`src/rtl/ce_sched.sv`:
```
// ce_sched: sequencing controller for one CE convolution engine.
// Holds one input window, issues CL_OUT channel ops, packs the in-order results.
module ce_sched #(
    parameter int CL_IN  = 9,
    parameter int KERNEL = 3,
    parameter int CL_OUT = 4,
    parameter int N      = 4,
    parameter int AW     = 2
) (
    input  logic                              clk,
    input  logic                              rst,
    input  logic                              win_valid,
    output logic                              win_ready,
    input  logic [CL_IN*KERNEL*KERNEL*N-1:0]  win_data,
    output logic [CL_IN*KERNEL*KERNEL*N-1:0]  ce_data,
    output logic                              w_rd,
    output logic [AW-1:0]                     w_addr,
    output logic                              ce_en,
    input  logic                              ce_en_out,
    input  logic [N-1:0]                      ce_d_out,
    output logic                              res_valid,
    input  logic                              res_ready,
    output logic [CL_OUT*N-1:0]               res_data,
    output logic                              busy,
    output logic                              err_ovf
);

    localparam logic [1:0] S_IDLE  = 2'd0;
    localparam logic [1:0] S_ISSUE = 2'd1;
    localparam logic [1:0] S_DRAIN = 2'd2;
    localparam logic [1:0] S_OUT   = 2'd3;

    localparam int            CW   = $clog2(CL_OUT + 1);
    localparam logic [CW-1:0] LAST = CW'(CL_OUT - 1);
    localparam logic [CW-1:0] FULL = CW'(CL_OUT);

    logic [1:0]    state;
    logic [CW-1:0] iss_cnt;
    logic [CW-1:0] rcv_cnt;

    logic accept;
    logic active;
    logic rcv_full;
    logic take;
    logic unexp;
    logic done_next;

    always_comb begin
        accept    = win_valid && (state == S_IDLE);
        active    = (state == S_ISSUE) || (state == S_DRAIN);
        rcv_full  = (rcv_cnt == FULL);
        take      = ce_en_out && active && !rcv_full;
        unexp     = ce_en_out && !take;
        // look ahead so OUT follows the final result by one cycle
        done_next = rcv_full || (take && (rcv_cnt == LAST));
    end

    always_comb begin
        win_ready = (state == S_IDLE);
        res_valid = (state == S_OUT);
        busy      = (state != S_IDLE);
        w_rd      = (state == S_ISSUE);
        w_addr    = (state == S_ISSUE) ? AW'(iss_cnt) : '0;
    end

    always_ff @(posedge clk or negedge rst) begin
        if (!rst) begin
            state <= S_IDLE;
        end else begin
            unique case (state)
                S_IDLE:  if (accept) state <= S_ISSUE;
                S_ISSUE: if (iss_cnt == LAST) state <= S_DRAIN;
                S_DRAIN: if (done_next) state <= S_OUT;
                S_OUT:   if (res_ready) state <= S_IDLE;
                default: state <= S_IDLE;
            endcase
        end
    end

    always_ff @(posedge clk or negedge rst) begin
        if (!rst) begin
            iss_cnt <= '0;
        end else if (accept) begin
            iss_cnt <= '0;
        end else if (state == S_ISSUE) begin
            iss_cnt <= iss_cnt + 1'b1;
        end
    end

    always_ff @(posedge clk or negedge rst) begin
        if (!rst) begin
            rcv_cnt <= '0;
        end else if (accept) begin
            rcv_cnt <= '0;
        end else if (take) begin
            rcv_cnt <= rcv_cnt + 1'b1;
        end
    end

    always_ff @(posedge clk or negedge rst) begin
        if (!rst) begin
            ce_data <= '0;
        end else if (accept) begin
            ce_data <= win_data;
        end
    end

    always_ff @(posedge clk or negedge rst) begin
        if (!rst) begin
            res_data <= '0;
        end else if (accept) begin
            res_data <= '0;
        end else begin
            for (int k = 0; k < CL_OUT; k++) begin
                if (take && (rcv_cnt == CW'(k))) begin
                    res_data[k*N +: N] <= ce_d_out;
                end
            end
        end
    end

    // channel op fires the cycle after its ROM read
    always_ff @(posedge clk or negedge rst) begin
        if (!rst) begin
            ce_en <= 1'b0;
        end else begin
            ce_en <= w_rd;
        end
    end

    always_ff @(posedge clk or negedge rst) begin
        if (!rst) begin
            err_ovf <= 1'b0;
        end else if (unexp) begin
            err_ovf <= 1'b1;
        end
    end

endmodule

```
`config.mk`:
```
export PLATFORM = sky130hd
export DESIGN_NAME = ce_sched
export DESIGN_NICKNAME = d
export VERILOG_FILES = /design/src/rtl/ce_sched.sv
export SDC_FILE = /design/constraint.sdc
export NUM_CORES = 1
export LEC_CHECK = 0
export ABC_AREA = 1
export CAP_MARGIN = 20
export CORE_AREA = 3 3 266 268
export DETAILED_ROUTE_END_ITERATION = 8
export DIE_AREA = 0 0 269 271
export HOLD_SLACK_MARGIN = 0.02
export PLACE_DENSITY = 0.51
export SLEW_MARGIN = 30
export SYNTH_ARGS = -nofsm -noshare
export SYNTH_HDL_FRONTEND = slang
export SYNTH_SLANG_ARGS = --single-unit
```
`constraint.sdc`:
```
create_clock -name clk -period 1.58 [get_ports clk]
set_input_delay 0.474 -clock clk [delete_from_list [all_inputs] [get_ports clk]]
set_output_delay 0.474 -clock clk [all_outputs]
set_load 0.02 [all_outputs]
```
Yosys cells after proc, flatten, opt, wreduce, memory -nomap -nowiden
Cells that the tools add are included.
- output and inout bits: 348
- bits in registers: 350
- input port bits: 333
- logic and storage cells: 61
- reduce and logical (&&, ||, !) cells: 22
- mux-type cells: 15
- equal/unequal tests: 12
- $add $sub $neg: 2
- operator list (cell ; count):
    $mux 16 ; 1
    $mux 4 ; 4
    $reduce_bool 2->1 ; 7
    $mux 3 ; 4
    $mux 2 ; 5
    $eq 3x2->1 const B ; 3
    $logic_and 1x1->1 ; 8
    $pmux 2 s4 ; 1
    $add 3x1->3 const B ; 2
    $ne 2x1->1 const B ; 3
    $eq 2x2->1 const B ; 2
    $reduce_and 4->1 ; 1
    $eq 3x1->1 const B ; 1
    $eq 3x3->1 const B ; 1
    $logic_not 3->1 ; 1
    $eq 2x1->1 const B ; 1
    $logic_not 1->1 ; 2
    $logic_not 2->1 ; 1
    $logic_or 1x1->1 ; 2
    $ne 2x2->1 const B ; 1

Longest topological paths before layout
- depth in word-level cells: 8
- depth in mapped cells: 9

Least setup slack after synthesis
Ideal clock, no wire load.
- path kind: reg2out
- start: reg state[1]
- end: out w_addr[0]
- stages on the path, launching flop included: 6
- arrival: 1.248 ns
- data required time: 1.106 ns
- path slack: -0.142 ns
- buffers on the path: 1
- path through: dfrtp_1 inv_1 ha_1 clkbuf_1 nand2_1 inv_1
- longest elaborated chain between the ends: 2
- ends and longest elaborated chain (what ; line ; RTL):
    from (decl) ; 37 ; logic [1:0] state;
    from (signal assigned) ; 68 ; state <= S_IDLE;
    from (signal assigned) ; 71 ; S_IDLE: if (accept) state <= S_ISSUE;
    from (signal assigned) ; 72 ; S_ISSUE: if (iss_cnt == LAST) state <= S_DRAIN;
    $eq 2x1->1 ; -- ;
    via w_rd ; 16 ; output logic w_rd,
    $mux 2 ; 63 ; w_addr = (state == S_ISSUE) ? AW'(iss_cnt) : '0;
    to (decl) ; 17 ; output logic [AW-1:0] w_addr,
The timed path passes the listed nets, and every way through them passes these cells.

Final worst setup path
- start: reg state[0]
- end: out w_addr[0]
- longest elaborated chain between the ends: 2
- ends and longest elaborated chain (what ; line):
    $eq 2x1->1 ; 63
    $mux 2 ; 63
No other way between the ends.

==> run summary <==
clk_lat worst skew = 560 ps
fraction of registers with async set/reset = 100%
Mapped Nets = 1872
Synth Area in Simple Gates = 29.7%
critical path endpoint category = primary output
MaxCap Viol Count = 0
main combinational cell family by area after synthesis = simple AND/OR/NAND/NOR gates
DP Wirelength = 37.8 mm
Tcrit/Tclk final = 124%
reg2reg start = state[0]
failing checks = negative setup slack
number of H-tree levels = 2
Distinct cells, synth = 18
Synth-to-Final Area Change = 113%
compound-gate portion of the synthesized area = 0.334%
Critical R2R Capture = ce_data[189]
IO buf count = 680
Synth Area in XOR/XNOR = 0%
Max-slew headroom = 73.9%
actual slew at the worst max-slew pin = 392 ps
maximum clock rate = 511 MHz
placed cell count = 3150
Min-Delay Path Class = primary input to asynchronous set/reset pin
Top cell by count, worst path = buf_6
Crit Path Max Fanout = 5
Post-synth EDFFs = 0
Cell Count, Final, Fillers Out = 3375
total number of vias = 13600
Residual DRC = 0
GRT Total Usage = 14.6%
routed len/inst = 18.2 um
CP required = 1110 ps
setup slack, reg-to-reg = -330 ps
share of layout cells above drive strength 1 = 47.3%
crit path max-delay cell type = dfrtp_1
crit path from = state[0]
Hold Slack = 458 ps
area of the multi-input gates = 0.00634 mm^2
clock tree root driver cell = clkbuf_16
Nets = 2756
Netlist Area Pre-Place = 0.0135 mm^2
gpl congestion = 0.784
initial antenna violation count = 2
slowest cell delay on critical path = 420 ps
Std-Cell Rows = 96
die area = 0.0729 mm^2
synth cell count leaders = 1018 x nand2_1, 350 x dfrtp_1, 43 x buf_2, 24 x inv_1, 22 x nand3_1
Max Transition Viols Final = 0
Synth Area in Adders = 1.11%
clk buf depth = 3
sequential area share after synthesis = 65.0%
antenna-violating nets left = 0
vias in the first global route = 14000
TritonCTS buffer count = 42
FF/Latch Area = 0.00876 mm^2
core area = 0.0686 mm^2
Max Clock Skew = 14.7 ps
Fin. Hold Viols = 0
VDD IR max = 1060 uV
crit path cell chain = buf_6 > ha_4 > nand2_2 > inv_2 > buf_6
Leakage = 14.5 nW
FF+latch count, synth = 350
PnR worst setup slack = -378 ps
area leader, netlist = dfrtp_1
Cells after Synth = 1527
GRT overflow = 0
Yosys Warn Count = 0
WP data arrival = 1480 ps
Avg Cell Area, Syn = 8.83 um^2
min Tclk post-route = 1960 ps
I/O pins = 681
Worst-path clk slew = 60 ps
Pwr Density = 2110 mW/mm^2
pre-CTS worst setup slack = -447 ps
Synth Flop Type = dfrtp_1
Startpoint Class = flop
top cell type's share of synthesized area = 65.0%
outcome = complete, but fails checks
drt first pass iters = 4
final core occ = 41.9%
post-synthesis mux area share = 0%
Iter 0 DRT Violations = 623
Setup TNS = -81330 ps
clock sinks = 350
largest net degree at the start of global routing = 43
synth top area cells = dfrtp_1 65%, nand2_1 28%, buf_2 1.6%
Die Height = 271 um
die width = 269 um
CTS tree = built
RSZ-0062 raised after global routing = yes
fill cell count = 6458
WS Path Type = flop to primary output
Worst R2R Path Depth = 12
most common cell in the netlist = nand2_1
first-pass GRT wire length = 82.6 mm
Initial Util = 19.7%
final setup fails = 407
Vias/cell = 4.04
routed wire length = 61.4 mm
==> critical path, delay by kind of cell, from the launching register on <==
kind	cells	cell delay (ps)
adder cells (fa/ha/maj)	1	170
buffers and inverters	3	300
flip-flops	1	420
AND/OR/NAND/NOR	1	60
==> stage by stage <==
stage	area [um^2]	total power, mW
CTS	25600	55.3
global route	28700	64.1
detailed placement	21900	39.8
global placement	21900	39.6
finish	28700	60.7
floorplan	13500	26.8
==> worst max-delay path by stage <==
stage | to | depth (start not counted)
after detailed placement | ce_data[196] | 6
final | w_addr[0] | 5
after global routing | w_addr[0] | 5
after global placement | ce_data[207] | 6
after CTS | w_addr[1] | 5
after floorplan | w_addr[1] | 5
==> layout by cell type, fill, tap and decap left out, types with 4 or more instances in the layout <==
cell type and instances:
buf_6 366, nand2_1 533, dfrtp_1 348, buf_12 35, nor2_4 4, clkdlybuf4s50_1 331, inv_1 19, clkbuf_8 7
nor2_1 10, nand2_4 161, inv_2 4, nand2_2 323, ha_1 9, buf_16 32, o21ai_2 4, clkbuf_1 14
buf_4 88, clkinv_2 5, nand3_1 19, buf_8 25, clkbuf_16 77
==> layout make-up <==
type,instances,share of cell area [%]
multi-input cells,1077,22.1
repair inverters,2,0.174
clock buffers,64,4.27
flip-flops and latches,350,30.5
well taps,931,4.06
diodes,1,0.00871
clock inverters,12,0.440
inverters,25,0.427
repair buffers,913,38.0
==> kinds of logic (layout without fill, tap and decap cells) <==
group	Yosys count	after routing
compound gates	8	8
fa+ha+maj	12	12
buf+inv	100	1016
flops	350	350
other cells	0	1
simple gates	1057	1057
==> flip-flops by register name, summed over array words and instances (netlist names) <==
name and cells:
res_data 16, rcv_cnt 3, iss_cnt 3, ce_data 324, ce_en 1, state 2, err_ovf 1
==> where the power goes <==
group          leakage [nW]  switching (mW)  internal [mW]  total (mW)
clock network         0.658            3.90           5.68        9.58
registers              4.36            3.85           13.2        17.1
logic                  9.49            16.7           17.4        34.0
total                  14.5            24.4           36.3        60.7
==> what timing repair did <==
action,in CTS,in global routing
pin swaps,27,149
hold buffers,1,0
cloned,27,43
endpoints found under the hold margin,12,0
buffers inserted,75,11
gates resized for setup,2267,692
setup endpoints to repair,693,691
==> per-layer routing <==
layer	vias to the layer above	track usage, %	routed length, um
met5	-	0	0
li1	6425	-	-
met4	0	3.64	1430
met1	6596	16.5	23200
met3	83	4.89	5380
met2	530	26.2	31400
No activity file was read; power rests on OpenSTA's default activity.
